<file path="src/rtl/key_pkg.sv">
// Shared definitions for the key event controller: event codes and the
// per-key gesture state encoding.
package key_pkg;

    typedef logic [1:0] evt_code_t;

    localparam evt_code_t EVT_SHORT  = 2'd0;
    localparam evt_code_t EVT_DOUBLE = 2'd1;
    localparam evt_code_t EVT_LONG   = 2'd2;
    localparam evt_code_t EVT_REPEAT = 2'd3;

    typedef enum logic [2:0] {
        IDLE,
        PRESS,
        WAIT_DC,
        PRESS2,
        HOLD
    } key_state_t;

endpackage

</file>
<file path="src/rtl/key_gesture_fsm.sv">
// One key's gesture classifier: a millisecond-timed FSM plus a single-entry
// pending slot that the top-level arbiter drains.
module key_gesture_fsm
    import key_pkg::*;
#(
    parameter int LONG_MS   = 1000,
    parameter int DCLK_MS   = 250,
    parameter int REPEAT_MS = 200
) (
    input  logic       clk,
    input  logic       rst_n,
    input  logic       key_lvl,
    input  logic       tick,
    input  logic       grant,
    output logic       pend,
    output logic [1:0] pend_code,
    output logic       ovf_set
);

    localparam logic [15:0] LONG_END = 16'(LONG_MS - 1);
    localparam logic [15:0] DCLK_END = 16'(DCLK_MS - 1);
    localparam logic [15:0] REP_END  = 16'(REPEAT_MS - 1);

    key_state_t  state;
    logic [15:0] cnt;
    logic        emit;
    evt_code_t   emit_code;

    // A release always beats a timeout, so every timeout requires the level
    // that keeps the FSM in its current state.
    always_comb begin
        emit      = 1'b0;
        emit_code = EVT_SHORT;
        case (state)
            PRESS: if (key_lvl && tick && cnt == LONG_END) begin
                emit      = 1'b1;
                emit_code = EVT_LONG;
            end
            WAIT_DC: if (!key_lvl && tick && cnt == DCLK_END) begin
                emit      = 1'b1;
                emit_code = EVT_SHORT;
            end
            PRESS2: if (!key_lvl) begin
                emit      = 1'b1;
                emit_code = EVT_DOUBLE;
            end
            HOLD: if (key_lvl && tick && cnt == REP_END) begin
                emit      = 1'b1;
                emit_code = EVT_REPEAT;
            end
            default: ;
        endcase
    end

    // A grant on the same edge consumes the old code, so that is not a drop.
    assign ovf_set = emit && pend && !grant;

    always_ff @(posedge clk or negedge rst_n) begin
        if (!rst_n) begin
            state     <= IDLE;
            cnt       <= '0;
            pend      <= 1'b0;
            pend_code <= EVT_SHORT;
        end else begin
            if (emit) begin
                pend      <= 1'b1;
                pend_code <= emit_code;
            end else if (grant) begin
                pend <= 1'b0;
            end

            case (state)
                IDLE: if (key_lvl) begin
                    state <= PRESS;
                    cnt   <= '0;
                end
                PRESS: if (!key_lvl) begin
                    state <= WAIT_DC;
                    cnt   <= '0;
                end else if (tick) begin
                    if (cnt == LONG_END) begin
                        state <= HOLD;
                        cnt   <= '0;
                    end else begin
                        cnt <= cnt + 16'd1;
                    end
                end
                WAIT_DC: if (key_lvl) begin
                    state <= PRESS2;
                end else if (tick) begin
                    if (cnt == DCLK_END) state <= IDLE;
                    else                 cnt   <= cnt + 16'd1;
                end
                PRESS2: if (!key_lvl) state <= IDLE;
                HOLD: if (!key_lvl) begin
                    state <= IDLE;
                end else if (tick) begin
                    if (cnt == REP_END) cnt <= '0;
                    else                cnt <= cnt + 16'd1;
                end
                default: state <= IDLE;
            endcase
        end
    end

endmodule

</file>
<file path="src/rtl/key_event_ctrl.sv">
// Key event controller: shared ms prescaler, per-key gesture FSMs, round-robin
// arbiter into an event FIFO. Output handshake: the head entry transfers on
// an edge where evt_valid and evt_ready are both high; it is held otherwise.
module key_event_ctrl
    import key_pkg::*;
#(
    parameter int KEY_NUM    = 4,
    parameter int TICK_DIV   = 50_000,
    parameter int LONG_MS    = 1000,
    parameter int DCLK_MS    = 250,
    parameter int REPEAT_MS  = 200,
    parameter int FIFO_DEPTH = 4,
    localparam int KW = (KEY_NUM > 1) ? $clog2(KEY_NUM) : 1
) (
    input  logic               clk,
    input  logic               rst_n,
    input  logic [KEY_NUM-1:0] key_lvl,
    output logic               evt_valid,
    input  logic               evt_ready,
    output logic [KW-1:0]      evt_key,
    output logic [1:0]         evt_code,
    output logic               evt_ovf,
    input  logic               ovf_clr
);

    localparam int DW = (TICK_DIV > 1) ? $clog2(TICK_DIV) : 1;
    localparam int AW = $clog2(FIFO_DEPTH);

    logic [DW-1:0] div_cnt;
    logic          tick;

    assign tick = (div_cnt == DW'(TICK_DIV - 1));

    always_ff @(posedge clk or negedge rst_n) begin
        if (!rst_n)    div_cnt <= '0;
        else if (tick) div_cnt <= '0;
        else           div_cnt <= div_cnt + DW'(1);
    end

    logic [KEY_NUM-1:0] pend_vec;
    logic [KEY_NUM-1:0] grant_vec;
    logic [KEY_NUM-1:0] ovf_vec;
    logic [1:0]         pend_code [KEY_NUM];

    for (genvar k = 0; k < KEY_NUM; k++) begin : g_key
        key_gesture_fsm #(
            .LONG_MS   (LONG_MS),
            .DCLK_MS   (DCLK_MS),
            .REPEAT_MS (REPEAT_MS)
        ) u_fsm (
            .clk       (clk),
            .rst_n     (rst_n),
            .key_lvl   (key_lvl[k]),
            .tick      (tick),
            .grant     (grant_vec[k]),
            .pend      (pend_vec[k]),
            .pend_code (pend_code[k]),
            .ovf_set   (ovf_vec[k])
        );
    end

    logic [AW:0]   wr_ptr, rd_ptr;
    logic [KW-1:0] mem_key  [FIFO_DEPTH];
    logic [1:0]    mem_code [FIFO_DEPTH];
    logic          full, pop;

    assign full      = (wr_ptr[AW] != rd_ptr[AW]) && (wr_ptr[AW-1:0] == rd_ptr[AW-1:0]);
    assign evt_valid = (wr_ptr != rd_ptr);
    assign evt_key   = mem_key[rd_ptr[AW-1:0]];
    assign evt_code  = mem_code[rd_ptr[AW-1:0]];
    assign pop       = evt_valid && evt_ready;

    // Round-robin search starts one past the last granted key; fullness is
    // judged before any same-cycle pop.
    logic [KW-1:0] rr_ptr, grant_idx, idx;
    logic [KW:0]   idx_w;
    logic          grant_any;

    always_comb begin
        grant_vec = '0;
        grant_idx = '0;
        grant_any = 1'b0;
        idx_w     = '0;
        idx       = '0;
        for (int i = 1; i <= KEY_NUM; i++) begin
            idx_w = {1'b0, rr_ptr} + (KW+1)'(i);
            if (idx_w >= (KW+1)'(KEY_NUM)) idx_w = idx_w - (KW+1)'(KEY_NUM);
            idx = idx_w[KW-1:0];
            if (!grant_any && !full && pend_vec[idx]) begin
                grant_any      = 1'b1;
                grant_idx      = idx;
                grant_vec[idx] = 1'b1;
            end
        end
    end

    always_ff @(posedge clk or negedge rst_n) begin
        if (!rst_n) begin
            rr_ptr <= KW'(KEY_NUM - 1);
            wr_ptr <= '0;
            rd_ptr <= '0;
            for (int i = 0; i < FIFO_DEPTH; i++) begin
                mem_key[i]  <= '0;
                mem_code[i] <= EVT_SHORT;
            end
        end else begin
            if (grant_any) begin
                rr_ptr                   <= grant_idx;
                mem_key[wr_ptr[AW-1:0]]  <= grant_idx;
                mem_code[wr_ptr[AW-1:0]] <= pend_code[grant_idx];
                wr_ptr                   <= wr_ptr + (AW+1)'(1);
            end
            if (pop) rd_ptr <= rd_ptr + (AW+1)'(1);
        end
    end

    always_ff @(posedge clk or negedge rst_n) begin
        if (!rst_n)        evt_ovf <= 1'b0;
        else if (|ovf_vec) evt_ovf <= 1'b1;
        else if (ovf_clr)  evt_ovf <= 1'b0;
    end

endmodule

</file>
<file path="config.mk">
export PLATFORM = sky130hd
export DESIGN_NAME = key_event_ctrl
export DESIGN_NICKNAME = d
export VERILOG_FILES = /design/src/rtl/key_pkg.sv /design/src/rtl/key_gesture_fsm.sv /design/src/rtl/key_event_ctrl.sv
export SDC_FILE = /design/constraint.sdc
export NUM_CORES = 1
export LEC_CHECK = 0
export CORE_MARGIN = 2
export CORE_UTILIZATION = 60
export CTS_BUF_LIST = sky130_fd_sc_hd__clkbuf_4
export CTS_CLUSTER_DIAMETER = 100
export DETAILED_ROUTE_END_ITERATION = 7
export GPL_ROUTABILITY_DRIVEN = 0
export PLACE_DENSITY = 0.77
export SLEW_MARGIN = 10
export SYNTH_ARGS = -nofsm -noshare
export SYNTH_HDL_FRONTEND = slang
export SYNTH_SLANG_ARGS = --single-unit
</file>
<file path="constraint.sdc">
create_clock -name clk -period 9.5 [get_ports clk]
set_clock_uncertainty 0.15 [all_clocks]
set_input_delay 0.95 -clock clk [delete_from_list [all_inputs] [get_ports clk]]
set_output_delay 0.95 -clock clk [all_outputs]
set_load 0.02 [all_outputs]
</file>
# Word-level counts from Yosys, hierarchy flattened
# Cells that the tools add are included.
[word_totals]
word_cells = 394
input_bits = 8
out_inout_bits = 6
ff_bits = 129
[classes]
magnitude_cmp = 16
n_reduce_logical = 80
add_sub_neg = 15
n_eq_ne = 76
bitwise_logic = 6
n_mux = 172
[op_table]
columns = ["cell", "count"]
rows = [
  ["$mux 16", 41],
  ["$pmux 16 s4", 4],
  ["$eq 16x8->1 const B", 8],
  ["$mux 3", 32],
  ["$add 16x1->16 const B", 5],
  ["$eq 16x10->1 const B", 4],
  ["$ne 2x2->1 const B", 26],
  ["$pmux 3 s4", 4],
  ["$mux 2", 23],
  ["$logic_and 1x1->1", 42],
  ["$mux 1", 42],
  ["$reduce_and 8->1", 4],
  ["$ne 3x2->1 const B", 10],
  ["$eq 3x2->1 const B", 8],
  ["$pmux 2 s3", 4],
  ["$reduce_and 6->1", 4],
  ["$ge 3x3->1 const B", 7],
  ["$ne 3x3->1 const B", 6],
  ["$bwmux 8", 2],
  ["$eq 16x16->1 const B", 1],
  ["$mux 4", 4],
  ["$pmux 1 s4", 4],
  ["$reduce_bool 4->1", 4],
  ["$bmux 2 s2", 3],
  ["24 further kinds", 73],
]

# Logic depth before layout (Yosys ltp)
[depth]
depth_word = 24
depth_mapped = 12
ltp_nobuf = 9

# By module
# A second synthesis with hierarchy kept.
[unflattened]
hier_cells = 940
hier_area_um2 = 8886.0
[by_module_without_submodules]
columns = ["module", "instances", "seq_area_each_um2", "cells_each", "area_each_um2"]
rows = [
  ["key_gesture_fsm (g_key[0].u_fsm ...)", 3, 550.5, 176, 1567.8],
  ["key_event_ctrl", 1, 1028.5, 227, 2489.9],
  ["key_gesture_fsm (g_key[3].u_fsm)", 1, 550.5, 185, 1692.9],
]

# Worst setup path before layout
# No wires, ideal clock.
[synth_timing]
path_type = "register to register"
startpoint = "register rr_ptr[0]"
endpoint = "register mem_code[0] in the netlist's numbering"
n_path_buf = 2
path_stages_with_launch = 12
t_required_ps = 9225
setup_slack_ps = 6102
synth_period_minus_slack_ps = 3398
setup_ps = 125
arrival_ps = 3124
cell_sequence = "dfstp_2 buf_2 buf_2 inv_1 ha_1 mux4_2 o21ba_2 o21ai_1 o311ai_4 mux2i_1 mux2i_1 mux2_2"
[synth_between]
elab_chain_cells = 24
word_cells_on_any_way = 47
classes_between = "add/sub: 8; order compare: 4; mux: 24; bitwise: 1; reduce/logical: 10"
[synth_lines]
columns = ["item", "line_no", "rtl"]
rows = [
  ["from (decl)", "key_event_ctrl.sv:75", "logic [KW-1:0] rr_ptr, grant_idx, idx;"],
  ["from (signal assigned)", "key_event_ctrl.sv:99", "rr_ptr <= KW'(KEY_NUM - 1);"],
  ["from (signal assigned)", "key_event_ctrl.sv:108", "rr_ptr <= grant_idx;"],
  ["$add 2x1->3", "key_event_ctrl.sv:86", "idx_w = {1'b0, rr_ptr} + (KW+1)'(i);"],
  ["$ge 3x3->1 or $sub 2x1->2 (tied branches)", "key_event_ctrl.sv:87", "if (idx_w >= (KW+1)'(KEY_NUM)) idx_w = idx_w - (KW+1)'(KEY_NUM);"],
  ["$mux 2", "key_event_ctrl.sv:87", ""],
  ["$bmux 1 s2", "key_event_ctrl.sv:89", "if (!grant_any && !full && pend_vec[idx]) begin"],
  ["$mux 1 (not written as such)", "key_event_ctrl.sv:89", ""],
  ["$logic_and 1x1->1", "key_event_ctrl.sv:89", ""],
  ["$mux 1", "key_event_ctrl.sv:89", ""],
  ["$logic_not 1->1", "key_event_ctrl.sv:89", ""],
  ["[... 6 more ...]", "--", ""],
  ["$mux 1", "key_event_ctrl.sv:89", ""],
  ["$logic_not 1->1", "key_event_ctrl.sv:89", ""],
  ["$logic_and 1x1->1 (2 in a row)", "key_event_ctrl.sv:89", ""],
  ["$mux 2", "key_event_ctrl.sv:89", ""],
  ["$not 2->3 (not written as such)", "key_event_ctrl.sv:110", "mem_code[wr_ptr[AW-1:0]] <= pend_code[grant_idx];"],
  ["$bmux 2 s2", "key_event_ctrl.sv:110", ""],
  ["$mux 2 (not written as such) (2 in a row)", "key_event_ctrl.sv:110", ""],
  ["$bwmux 8", "key_event_ctrl.sv:110", ""],
  ["to (signal, indexed assignment)", "key_event_ctrl.sv:110", ""],
  ["to (decl)", "key_event_ctrl.sv:64", "logic [1:0] mem_code [FIFO_DEPTH];"],
]
# Parallel ways exist; a longest one is shown, timed or not. The select of a mux whose other input is x is not followed.
# A chain may end at the register's enable or synchronous reset.

# Final worst setup path
[layout_timing]
startpoint = "register rr_ptr[0]"
endpoint = "register mem_code[7] in the netlist's numbering"
# Same word-level chain as after synthesis.

==> summary.txt <==
Crit path required time - 9780 ps
HP Class - in -> async
RSZ-0062 raised after global routing - no
Hpwl dp - 11,800 microns
Top FF cell, synth - dfrtp_1
Post-Synthesis Cells - 858
Htree depth - 4
Critical path class - reg -> reg
Post-layout min period - 3640 ps
Worst skew pair latency - 540 ps
DRT iter0 DRCs - 657
Area contributors post-synth - dfrtp_1 41%, nand2_1 5.0%, o21ai_0 4.3%
Overflow after GRT - 0
FF-to-FF setup slack - 5860 ps
Most common cell in the synthesized netlist - dfrtp_1
First-pass DRT Iterations - 5
Slew @ Worst Pin - 927 ps
Final TNS setup - 0 ps
CP Capture Type - flop
Total track usage - 0.256
Die height - 118 microns
Arr. time, crit path - 3930 ps
Power per cell area - 240 mW/mm^2
Syn. warnings - 0
Slew headroom - 0.382
Maxcap violations - 0
Post-synth EDFFs - 0
Placed cell count - 1,009
Yosys top cell area share - 0.406
Cell taking the most area after synthesis - dfrtp_1
Crit start category - flop
Layout area overhead - 6.66%
Die width - 118 microns
Initial antenna violation count - 0
Synthesized area - 0.00782 sq mm
Leakage - 3.49 nW
Post-Layout Cell Count - 1,041
Initial Util - 0.617
Ys async rst share - 1.00
# diodes - 0
Top fanout value on the critical path - 19
Clock Path Buffers - 2
First-pass GRT wire length - 29,700 microns
Final WL - 16,800 microns
Post-CTS setup repair buffer count - 0
Final hold vios - 0
Hold Buf Count CTS - 0
IO Port Bufs - 13
#FFs+latches synth - 129
IO Count - 14
NumNets Final - 886
Final setup viols - 0
Clock sink total - 129
Syn nets - 888
Clk pin slew, worst setup/hold paths - 120 ps
Register area share after synthesis - 0.413
Outcome - complete, no violations
Synth top cells by count - 127 x dfrtp_1, 104 x nand2_1, 67 x o21ai_0
Tcrit/Tclk final - 0.384
Drt drc - 0
Max VDD drop - 0.125 mV
Number of buffers created by CTS - 17
Clk root buf - clkbuf_4
Vias in the first global route - 6,365
Max Freq - 274 MHz
Drt wl/cell - 16.1 microns
Rows - 41
R2R cell count - 9
Layout cells sized above 1 - 0.101
Vias per std cell - 6.32
Via Count - 6,578
Core ar. - 0.0127 sq mm
Syn Area/Cell - 9.11 sq um
Pins Over Slew Limit - 0
Overall die area - 0.0140 sq mm
Largest net degree at the start of global routing - 76
Antenna Nets Post-Route - 0
Unique masters post-synth - 82
CTS tree - yes
Worst Hold Margin - 297 ps
Cts repair resizes - 0
## flip-flops by register name, indices dropped and copies added (netlist names)
| signal | flops |
|---|---|
| g_key.u_fsm.state | 12 |
| mem_key | 8 |
| mem_code | 8 |
| g_key.u_fsm.pend | 4 |
| rr_ptr | 2 |
| g_key.u_fsm.cnt | 64 |
| wr_ptr | 3 |
| rd_ptr | 3 |
| evt_ovf | 1 |
| div_cnt | 16 |
| g_key.u_fsm.pend_code | 8 |
## per-layer routing
| layer | wire length [microns] | vias to the layer above | GRT usage |
|---|---|---|---|
| li1 | - | 3153 | - |
| met1 | 7580 | 3225 | 0.339 |
| met2 | 8400 | 177 | 0.427 |
| met3 | 652 | 23 | 0.0502 |
| met4 | 162 | 0 | 0.0806 |
| met5 | 0 | - | 0 |
## metrics by stage
step                      total power [mW]  cell area (sq um)  worst slack (ps)   util
after CTS                             2.01               8340              5880  0.658
final                                 2.00               8340              5860  0.658
after global placement                1.52               8000              6100  0.631
after global routing                  2.15               8340              5610  0.658
after floorplan                       1.38               7820              6100      -
after detailed placement              1.57               8000              5890  0.631
## kinds of logic (layout without fill, tap and decap cells)
family / Yosys count / after routing / share of synthesized area
DFF: 129 / 129 / 0.413
xor gates and xnor gates: 21 / 21 / 0.0235
AOI/OAI and AO/OA: 219 / 219 / 0.192
buffers and inverters: 79 / 90 / 0.0434
and+or+nand+nor: 359 / 359 / 0.242
adders and majority gates: 22 / 22 / 0.0352
muxes: 29 / 29 / 0.0506
## critical path, stage by stage (launching register included)
cell and delay, ps:
dfstp_2 810, inv_1 210, ha_1 480, mux4_2 560, o21ba_2 220, o21ai_1 200, o311ai_4 230, mux2i_1 240
mux2i_1 150, mux2_2 280
## area by class of cell
class                           count  area, sq um
Fill cell                        1056         4330
Multi-Input combinational cell    650         4250
Sequential cell                   129         3230
Clock inverter                     15          216
Tap cell                          172          215
Inverter                           44          165
Timing Repair Buffer               14          135
Clock buffer                       17          128
## report_power, final
part	total, mW	internal, mW	switching (mW)	leakage [nW]
clock	0.443	0.234	0.210	0.181
sequential	0.773	0.643	0.130	1.70
combinational	0.788	0.356	0.432	1.60
## final timing paths
path	to	start
max in group asynchronous	g_key[1].u_fsm.cnt[2]	rst_n
worst max register to register	mem_code[7]	rr_ptr[0]
worst min register to register	div_cnt[0]	div_cnt[0]
worst min-delay path	g_key[3].u_fsm.pend	rst_n
min in group clk	div_cnt[0]	div_cnt[0]
worst max-delay path	mem_code[7]	rr_ptr[0]
## layout by cell type, fill, tap and decap left out, drive strengths merged, types with 5 or more instances in the layout
cell type and n:
a21o 8, a21oi 28, a22o 6, a31oi 10
and2 5, and3 19, and4 9, bufinv 5
clkbuf 17, clkdlybuf4s50 12, clkinv 8, dfrtp 127
ha 22, inv 44, mux2 14, mux2i 8
mux4 7, nand2 104, nand2b 14, nand3 53
nand4 14, nor2 63, nor2b 10, nor3 18
nor4 13, nor4b 5, o21ai 82, o22a 5
o22ai 12, o31ai 19, or4 9, xnor2 13
xor2 8
(Power assumes the default switching activity.)
